<file path="config.mk">
export PLATFORM = sky130hd
export DESIGN_NAME = nibble_serial_adder
export DESIGN_NICKNAME = d
export VERILOG_FILES = /design/src/rtl/adder_pkg.sv /design/src/rtl/add4_slice.sv /design/src/rtl/nibble_serial_adder.sv
export SDC_FILE = /design/constraint.sdc
export NUM_CORES = 1
export LEC_CHECK = 0
export CAP_MARGIN = 10
export CORE_ASPECT_RATIO = 1.2
export CORE_MARGIN = 8
export CORE_UTILIZATION = 49
export CTS_CLUSTER_DIAMETER = 200
export DETAILED_ROUTE_END_ITERATION = 6
export PLACE_DENSITY = 0.78
export SETUP_SLACK_MARGIN = 0.02
export SKIP_CTS_REPAIR_TIMING = 1
export SYNTH_ARGS = -nofsm -noshare
export SYNTH_HDL_FRONTEND = slang
export SYNTH_HIERARCHICAL = 1
export SYNTH_SLANG_ARGS = --single-unit
</file>
<file path="constraint.sdc">
create_clock -name clk -period 5 [get_ports clk]
set_clock_uncertainty 0.2 [all_clocks]
set_input_delay 0.75 -clock clk [delete_from_list [all_inputs] [get_ports clk]]
set_output_delay 0.75 -clock clk [all_outputs]
set_load 0.005 [all_outputs]
</file>
<file path="src/rtl/adder_pkg.sv">
// rtl/adder_pkg.sv - shared types and helpers for the nibble-serial adder
package adder_pkg;

  typedef enum logic [1:0] {
    IDLE = 2'd0,
    RUN  = 2'd1,
    DONE = 2'd2
  } state_t;

  localparam int SLICE_W = 4;

  function automatic int nib_count(input int width);
    return width / SLICE_W;
  endfunction

endpackage

</file>
<file path="src/rtl/add4_slice.sv">
// rtl/add4_slice.sv - 4-bit combinational ripple-carry adder stage
module add4_slice
  import adder_pkg::*;
(
  input  logic [SLICE_W-1:0] a,
  input  logic [SLICE_W-1:0] b,
  input  logic               ci,
  output logic [SLICE_W-1:0] s,
  output logic               co
);

  logic [SLICE_W:0] c;

  always_comb begin
    c    = '0;
    s    = '0;
    c[0] = ci;
    for (int i = 0; i < SLICE_W; i++) begin
      s[i]   = a[i] ^ b[i] ^ c[i];
      c[i+1] = (a[i] & b[i]) | (a[i] & c[i]) | (b[i] & c[i]);
    end
  end

  assign co = c[SLICE_W];

endmodule

</file>
<file path="src/rtl/nibble_serial_adder.sv">
// rtl/nibble_serial_adder.sv - WIDTH-bit adder that time-multiplexes one 4-bit
// slice LSB first, with valid/ready on both operand and result sides.
module nibble_serial_adder
  import adder_pkg::*;
#(
  parameter int WIDTH = 16
) (
  input  logic             clk,
  input  logic             rst,
  input  logic             in_valid,
  output logic             in_ready,
  input  logic [WIDTH-1:0] a,
  input  logic [WIDTH-1:0] b,
  input  logic             cin,
  output logic             out_valid,
  input  logic             out_ready,
  output logic [WIDTH-1:0] sum,
  output logic             cout,
  output logic             ovf,
  output logic             busy
);

  localparam int NIB   = nib_count(WIDTH);
  localparam int IDX_W = (NIB > 1) ? $clog2(NIB) : 1;
  localparam logic [IDX_W-1:0] LAST_IDX = IDX_W'(NIB - 1);

  state_t             state;
  logic [IDX_W-1:0]   idx;
  logic               carry;
  logic [WIDTH-1:0]   a_q;
  logic [WIDTH-1:0]   b_q;
  logic [SLICE_W-1:0] a_sl;
  logic [SLICE_W-1:0] b_sl;
  logic [SLICE_W-1:0] s_sl;
  logic               co_sl;

  // Slice offset is idx*4, formed by concatenation so the index width matches the operand.
  assign a_sl = a_q[{idx, 2'b00} +: SLICE_W];
  assign b_sl = b_q[{idx, 2'b00} +: SLICE_W];

  add4_slice u_slice (
    .a  (a_sl),
    .b  (b_sl),
    .ci (carry),
    .s  (s_sl),
    .co (co_sl)
  );

  always_ff @(posedge clk) begin
    if (rst) begin
      state <= IDLE;
      idx   <= '0;
      carry <= 1'b0;
      a_q   <= '0;
      b_q   <= '0;
      sum   <= '0;
      cout  <= 1'b0;
      ovf   <= 1'b0;
    end else begin
      case (state)
        IDLE: begin
          if (in_valid) begin
            a_q   <= a;
            b_q   <= b;
            carry <= cin;
            idx   <= '0;
            state <= RUN;
          end
        end
        RUN: begin
          sum[{idx, 2'b00} +: SLICE_W] <= s_sl;
          carry <= co_sl;
          idx   <= idx + IDX_W'(1);
          if (idx == LAST_IDX) begin
            cout  <= co_sl;
            // a^b^s at the top bit recovers the carry into the MSB.
            ovf   <= a_sl[SLICE_W-1] ^ b_sl[SLICE_W-1] ^ s_sl[SLICE_W-1] ^ co_sl;
            idx   <= '0;
            state <= DONE;
          end
        end
        DONE: begin
          if (out_ready) state <= IDLE;
        end
        default: state <= IDLE;
      endcase
    end
  end

  assign in_ready  = (state == IDLE);
  assign out_valid = (state == DONE);
  assign busy      = (state != IDLE);

endmodule

</file>
# Yosys cells after proc, flatten, opt, wreduce, memory -nomap -nowiden
# Index checks and enable logic that the tools add are counted.
# W data, S select, Z words.
# classes
addsub	2
n_mul	0
div_mod_pow	0
magnitude_cmp	0
n_eq_ne	6
n_shift	4
n_mux	10
bitwise	30
reduce_logical	7
# ops
op	n
$shiftx A16 B5 Y4	2
$bwmux W16	1
$shift A4 B6 Y16 const A	1
$shiftx A4 B6 Y16	1
$and A1 B1 Y1	12
$mux W2	5
$xor A1 B1 Y1	10
$or A1 B1 Y1	8
$neg A4 Y6	1
$pmux W2 S3	1
$reduce_and A2 Y1	3
$eq A2 B2 Y1 const B	2
$ne A2 B2 Y1 const B	2
$pmux W2 S2	1
$reduce_bool A2 Y1	2
$reduce_and A3 Y1	1
$add A2 B1 Y2 const B	1
$eq A2 B1 Y1 const B	1
$logic_not A2 Y1	1
$ne A2 B1 Y1 const B	1
$pmux W1 S2	1
$mux W1	1
# word_totals
reg_bits	55
latch_bits	0
ram_bits	0
rom_bits	0
wordCells	67
mem_count	0

# Longest topological paths before layout
# Gate-level depths: netlist of run 1.
# depth
depth_word	14
depth_mapped	13
mapped_depth_nobuf	12

# Hierarchy
# The synthesis of run 1 kept the hierarchy.
# by_module_without_submodules
mod	n_inst	cells_per_inst	area_each_um2	seq_area_each_um2
nibble_serial_adder	1	265	2316.0	1101.1
add4_slice	1	14	117.6	0.0

# Least setup slack after synthesis of run 1
# No wires, ideal clock.
# synth_path
kind	flip-flop to flip-flop
from	register idx[0]
to	register ovf
setup_time_ps	79
t_arrival_ps	3418
required_ps	4721
slack_ps	1303
stages_incl_launch_ff	14
n_path_buf	1
period_less_slack_ps	3697
path_cell_list	dfxtp_1 buf_2 mux4_2 inv_1 fa_1 inv_1 fa_1 fa_1 inv_1 fa_1 inv_1 xor2_1 xnor3_1 a211oi_2
# synth_via
word_cells_on_any_way	28
# synth_lines
element	line	rtl
start, declared	nibble_serial_adder.sv:28	logic [IDX_W-1:0] idx;
start signal, assigned	nibble_serial_adder.sv:73	idx <= idx + IDX_W'(1);
$shiftx A16 B5 Y4 (*)	nibble_serial_adder.sv:38	assign a_sl = a_q[{idx, 2'b00} +: SLICE_W];
named net a_sl[0]	nibble_serial_adder.sv:32	logic [SLICE_W-1:0] a_sl;
$and A1 B1 Y1	add4_slice.sv:20	c[i+1] = (a[i] & b[i]) | (a[i] & c[i]) | (b[i] & c[i]);
$or A1 B1 Y1 (*) (2 in series)	add4_slice.sv:20	
$and A1 B1 Y1	add4_slice.sv:20	
$or A1 B1 Y1	add4_slice.sv:20	
$or A1 B1 Y1 (*)	add4_slice.sv:20	
$and A1 B1 Y1	add4_slice.sv:20	
$or A1 B1 Y1	add4_slice.sv:20	
$or A1 B1 Y1 (*)	add4_slice.sv:20	
$xor A1 B1 Y1 (*)	add4_slice.sv:19	s[i] = a[i] ^ b[i] ^ c[i];
named net s_sl[3]	nibble_serial_adder.sv:34	logic [SLICE_W-1:0] s_sl;
$xor A1 B1 Y1 (*) (2 in series)	nibble_serial_adder.sv:77	ovf <= a_sl[SLICE_W-1] ^ b_sl[SLICE_W-1] ^ s_sl[SLICE_W-1] ^ co_sl;
end signal, assigned	nibble_serial_adder.sv:77	
end, declared	nibble_serial_adder.sv:19	output logic ovf,
# The timed path passes the listed nets; every way through them passes the cells marked *.
# A chain may end at the register's enable or synchronous reset.

# Worst setup path in the final report of run 1
# Ends and elaborated chain as after synthesis.

==> impl_metrics.py, run 1 <==
metrics = {
    "floorplan": {
        "die_h_um": 93.2,
        "die_area_sq_um": 7490,
        "die_x_um": 80.3,
        "coreArea_sq_um": 4870,
        "ioPinCount": 58,
        "fp-row-count": 28,
        "start_util": 0.500,
    },
    "drt": {
        "drt-vias-per-instance": 5.21,
        "drt-total-wl_um": 5510,
        "vias": 2006,
        "first_pass_iters": 4,
        "first_iter_violations": 79,
        "antenna_left": 0,
        "drc": 0,
        "routedWlPerCell_um": 14.3,
    },
    "yosys": {
        "syn_nets": 325,
        "ys_types": 30,
        "synthCells": 279,
        "syn_area_sq_um": 2430,
        "synth_warnings": 6,
        "ys_ff_latch": 55,
        "seq_area_frac_synth": 0.452,
        "synth_area_per_cell_sq_um": 8.72,
    },
    "sta": {
        "rsz0062_at_grt": "false",
        "layout_setup_ws_ns": 0.874,
        "timing.final.hold_violations": 0,
        "finalSetupTns_ns": 0,
        "tightest_slew_ns": 0.958,
        "setup_viol": 0,
        "slew_headroom": 0.361,
        "period_share": 0.825,
        "period_minus_slack_ns": 4.13,
        "fmax_mhz": 242,
        "drv_slew": 0,
    },
    "clocking": {
        "h-tree-depth": 2,
        "tritoncts": "yes",
        "cts_sinks": 55,
        "cts-root-buf": "clkbuf_8",
        "clk_pin_slew_worst_paths_ns": 0.08,
        "clock_latency_ns": 0.30,
        "numCtsBuffers": 5,
        "clockBufferDepth": 2,
    },
    "layout": {
        "fill_cells": 435,
        "area_growth_pct": 28.4,
        "drive_gt1_frac": 0.0615,
        "stdcell_count": 385,
        "final_core_util": 0.642,
        "nets": 371,
        "n_antenna_cell": 0,
    },
    "setup_path": {
        "worstPathArrival_ns": 4.14,
        "crit_chain": "mux4_2 > inv_1 > fa_1 > inv_1 > fa_1 > fa_1 > inv_1 > fa_1 > inv_1 > xor2_1 > xnor3_1 > a211oi_2",
        "cp-end-kind": "flop",
        "cp.required_ns": 5.01,
        "worstSetupStartpointType": "flop",
        "cp_max_fo": 17,
        "critPathMaxStageDelay_ns": 0.84,
        "path_class": "reg2reg",
        "slowest_stage": "dfxtp_1",
    },
    "pwr": {
        "p_comb_frac": 0.157,
        "seq_power_share": 0.530,
        "switching_power_mw": 0.219,
        "irDropWorstVdd_uv": 210,
        "intPower_mw": 0.676,
        "power_density_nw_per_um2": 286,
        "p_sw_frac": 0.245,
        "p_leak_nw": 1.13,
        "clkPwrFrac": 0.313,
    },
    "global_routing": {
        "grt_overflow": 0,
        "grt_pass1_wl_um": 9330,
        "antenna_found_initial": 0,
        "grt_pass1_vias": 2004,
        "grt_use_total": 0.154,
        "grt_max_degree": 56,
    },
    "place": {
        "gp_congestion": 0.795,
        "pre_cts_ws_ns": 0.936,
        "hpwl_um": 3950,
        "portBuffers": 57,
        "place_inst": 377,
    },
    "status": {
        "outcome": "completed",
    },
    "flow_run": {
        "cap_violations": 0,
    },
    "min_path": {
        "worstHoldPathType": "reg2reg",
    },
}
routing by layer:
layer,global-route usage,vias up,part of all wire
met1,0.176,920,0.42
met5,0,-,0
met4,0.0517,0,0.011
met3,0.0480,6,0.060
met2,0.263,44,0.51
li1,-,1036,-
Yosys cell counts:
| cell | number | area share |
|---|---|---|
| a211oi_2 | 1 | 0.0051 |
| a21oi_1 | 48 | 0.099 |
| a22oi_1 | 1 | 0.0031 |
| a31oi_1 | 1 | 0.0026 |
| a32oi_1 | 4 | 0.014 |
| and3b_1 | 1 | 0.0036 |
| and4bb_2 | 1 | 0.0051 |
| buf_2 | 2 | 0.0041 |
| clkbuf_1 | 17 | 0.026 |
| dfxtp_1 | 55 | 0.45 |
| fa_1 | 4 | 0.033 |
| ha_1 | 5 | 0.026 |
| inv_1 | 13 | 0.020 |
| mux4_1 | 1 | 0.011 |
| mux4_2 | 7 | 0.065 |
| nand2_1 | 79 | 0.12 |
| nand2b_1 | 2 | 0.0051 |
| nand3_1 | 6 | 0.012 |
| nand3b_1 | 4 | 0.012 |
| nand4_1 | 8 | 0.021 |
| nor2_1 | 6 | 0.0093 |
| nor2b_1 | 3 | 0.0077 |
| nor3b_2 | 1 | 0.0051 |
| nor4b_1 | 3 | 0.011 |
| nor4bb_1 | 1 | 0.0041 |
| o21ai_0 | 1 | 0.0021 |
| or2_2 | 1 | 0.0026 |
| or3b_2 | 1 | 0.0036 |
| xnor3_1 | 1 | 0.0093 |
| xor2_1 | 1 | 0.0036 |
power by group through the flow:
stage	sequential [mW]	combinational [mW]	clock, mW
floorplan	0.475	0.0904	0
global placement	0.484	0.135	0
detailed placement	0.485	0.138	0
CTS	0.475	0.139	0.286
global route	0.478	0.155	0.304
finish	0.474	0.140	0.280
worst max-delay path, delay by kind of cell, from the launching register on:
kind	cells	cell delay (ns)
fa+ha+maj	4	1.36
xor+xnor	2	0.43
flops	1	0.84
buf+inv	4	0.41
compound gates	1	0.22
mux	1	0.59
cell families after synthesis:
kind of cell / count (synthesis) / share of synthesized area
XOR/XNOR: 2 / 0.0129
buffers and inverters: 32 / 0.0504
adder cells (fa/ha/maj): 9 / 0.0586
flip-flops: 55 / 0.452
multiplexers: 8 / 0.0756
AND/OR/NAND/NOR: 117 / 0.224
AO/OA/AOI/OAI: 56 / 0.126
path summary, 6_finish.rpt:
check / from / end / slack, ns / depth (start not counted)
max: idx[0]$_SDFFE_PP0P_ / ovf$_SDFFE_PP0P_ / 0.87 / 12
min: sum[14]$_SDFFE_PP0P_ / sum[14]$_SDFFE_PP0P_ / 0.25 / 2
max reg2reg: idx[0]$_SDFFE_PP0P_ / ovf$_SDFFE_PP0P_ / 0.87 / 12
min reg2reg: sum[14]$_SDFFE_PP0P_ / sum[14]$_SDFFE_PP0P_ / 0.25 / 2
through the flow:
step	hold slack [ns]	cell area, sq um	power, mW
detailed placement	0.243	3010	0.622
global route	0.264	3120	0.936
global placement	0.240	3010	0.619
CTS	0.254	3110	0.900
floorplan	0.232	2430	0.566
finish	0.252	3120	0.895
state kept, by name (all words and copies together), names as in the netlist:
name   count
a_q       16
b_q       16
carry      1
cout       1
idx        2
ovf        1
state      2
sum       16
layout make-up:
type,instances,area [sq um],share of cell area
Multi-Input combinational cell,192,1220,0.389
Sequential cell,55,1100,0.352
Timing Repair Buffer,58,581,0.186
Tap cell,60,75.1,0.0240
Clock buffer,6,72.6,0.0232
Inverter,13,48.8,0.0156
Clock inverter,1,30.0,0.00961
placed cells by master (no fill, tap or decap), drive strengths merged, types with 2 or more instances in the layout:
| cell type | count |
|---|---|
| a21oi | 48 |
| a32oi | 4 |
| buf | 2 |
| clkbuf | 6 |
| clkdlybuf4s50 | 56 |
| dfxtp | 55 |
| fa | 4 |
| ha | 5 |
| inv | 13 |
| mux4 | 8 |
| nand2 | 79 |
| nand2b | 2 |
| nand3 | 6 |
| nand3b | 4 |
| nand4 | 8 |
| nor2 | 6 |
| nor2b | 3 |
| nor4b | 3 |
No activity file was read; power rests on OpenSTA's default activity.
==> inputs of run 2 (changes only) <==
==> constraint.sdc (replaced) <==
create_clock -name clk -period 4.17 [get_ports clk]
set_clock_uncertainty 0.2 [all_clocks]
set_input_delay 0.6255 -clock clk [delete_from_list [all_inputs] [get_ports clk]]
set_output_delay 0.6255 -clock clk [all_outputs]
set_load 0.005 [all_outputs]
==> impl_metrics.py, run 2 (synthesis gave the netlist of run 1 again) <==
metrics = {
    "drt": {
        "first_iter_violations": 129,
        "vias": 2056,
        "drt-vias-per-instance": 5.30,
        "drc": 0,
        "drt-total-wl_um": 5340,
        "antenna_left": 0,
        "routedWlPerCell_um": 13.8,
        "first_pass_iters": 4,
    },
    "global_routing": {
        "met3_usage": 0.0384,
        "antenna_found_initial": 0,
        "grt_overflow": 0,
        "grt_pass1_wl_um": 8930,
        "grt_pass1_vias": 1983,
        "gr-usage-met1": 0.168,
        "busiest_layer": "met2",
        "grtUsageMet2": 0.255,
        "grt_use_total": 0.146,
        "grt_max_degree": 56,
    },
    "layout": {
        "mostFrequentLayoutCells": "nand2_1 (79), clkdlybuf4s50_1 (56), dfxtp_1 (55)",
        "final_core_util": 0.642,
        "n_antenna_cell": 0,
        "final_area_sq_um": 3130,
        "stdcell_count": 388,
        "final_common_cell": "nand2_1",
        "top_regs": "a_q (16), b_q (16), sum (16)",
        "area_growth_pct": 28.5,
        "drive_gt1_frac": 0.0732,
        "nets": 373,
    },
    "setup_path": {
        "cp.required_ns": 4.20,
        "cp-end-kind": "flop",
        "worstSetupStartpointType": "flop",
        "critPathMaxStageDelay_ns": 0.54,
        "reg2reg_depth": 12,
        "path_class": "reg2reg",
        "cp_max_fo": 7,
        "slowest_stage": "dfxtp_1",
        "worstPathArrival_ns": 3.74,
        "crit_chain": "mux4_2 > inv_1 > fa_1 > inv_1 > fa_1 > fa_1 > inv_1 > fa_1 > inv_1 > xor2_1 > xnor3_1 > a211oi_2",
    },
    "floorplan": {
        "ioPinCount": 58,
        "die_x_um": 80.3,
        "coreArea_sq_um": 4870,
        "start_util": 0.500,
        "fp-row-count": 28,
        "die_h_um": 93.2,
        "die_area_sq_um": 7490,
    },
    "sta": {
        "timing.final.hold_violations": 0,
        "rsz0062_at_grt": "false",
        "drv_slew": 0,
        "finalSetupTns_ns": 0,
        "period_minus_slack_ns": 3.71,
        "period_share": 0.890,
        "timing.hold.ws_ns": 0.256,
        "tightest_slew_ns": 0.929,
        "fmax_mhz": 269,
        "setup_viol": 0,
        "slew_headroom": 0.381,
        "layout_setup_ws_ns": 0.457,
    },
    "place": {
        "place_inst": 380,
        "hpwl_um": 4030,
        "gp_congestion": 0.781,
        "dpl_cell_area_sq_um": 3030,
        "pre_cts_ws_ns": 0.480,
        "portBuffers": 57,
    },
    "status": {
        "outcome": "completed",
    },
    "min_path": {
        "whs_path_depth": 2,
        "worstHoldPathType": "reg2reg",
    },
    "pwr": {
        "power_density_nw_per_um2": 333,
        "total_power_mw": 1.04,
        "p_leak_nw": 1.13,
        "irDropWorstVdd_uv": 266,
    },
    "clocking": {
        "cts_sinks": 55,
        "clock_latency_ns": 0.30,
        "h-tree-depth": 2,
        "clk_pin_slew_worst_paths_ns": 0.10,
        "clockBufferDepth": 2,
        "tritoncts": "yes",
        "cts-root-buf": "clkbuf_8",
        "numCtsBuffers": 5,
    },
    "flow_run": {
        "cap_violations": 0,
    },
}
[run 2: cell types whose count changed in the layout (fill, tap and decap cells not counted)]
cell,before,now
buf_4,0,3
clkinvlp_4,0,1
clkinv_4,0,1
clkbuf_8,5,6
clkbuf_1,1,0
bufinv_16,1,0
buf_8,1,0
[run 2: final cells by class]
cell class / count / area (sq um)
sequential: 55 / 1100
clock inverter: 2 / 16.3
clock buffer: 6 / 82.6
inverter: 13 / 48.8
fill: 441 / 1740
tap: 60 / 75.1
multi-input combinational: 192 / 1220
timing repair buffer: 60 / 588
[run 2: metal layers]
metal	share of wire	up-vias
met3	0.064	6
met2	0.50	50
met1	0.42	956
met4	0.012	0
li1	-	1044
met5	0	-
[run 2: critical path: cells and delay by family, from the launching register on]
| family | cells | cell delay [ns] |
|---|---|---|
| fa+ha+maj | 4 | 1.32 |
| flops | 1 | 0.54 |
| mux | 1 | 0.54 |
| xor+xnor | 2 | 0.43 |
| buf+inv | 4 | 0.38 |
| compound gates | 1 | 0.21 |
[run 2: report_power, final]
part	internal (mW)	switching [mW]
Sequential	0.548	0.0170
Combinational	0.0853	0.0842
Clock	0.136	0.171
Total	0.770	0.272
[run 2: path summary, 6_finish.rpt]
| path | from | end | slack (ns) |
|---|---|---|---|
| min reg2reg | sum[8]$_SDFFE_PP0P_ | sum[8]$_SDFFE_PP0P_ | 0.26 |
| max | idx[0]$_SDFFE_PP0P_ | ovf$_SDFFE_PP0P_ | 0.46 |
| min | sum[8]$_SDFFE_PP0P_ | sum[8]$_SDFFE_PP0P_ | 0.26 |
| max reg2reg | idx[0]$_SDFFE_PP0P_ | ovf$_SDFFE_PP0P_ | 0.46 |
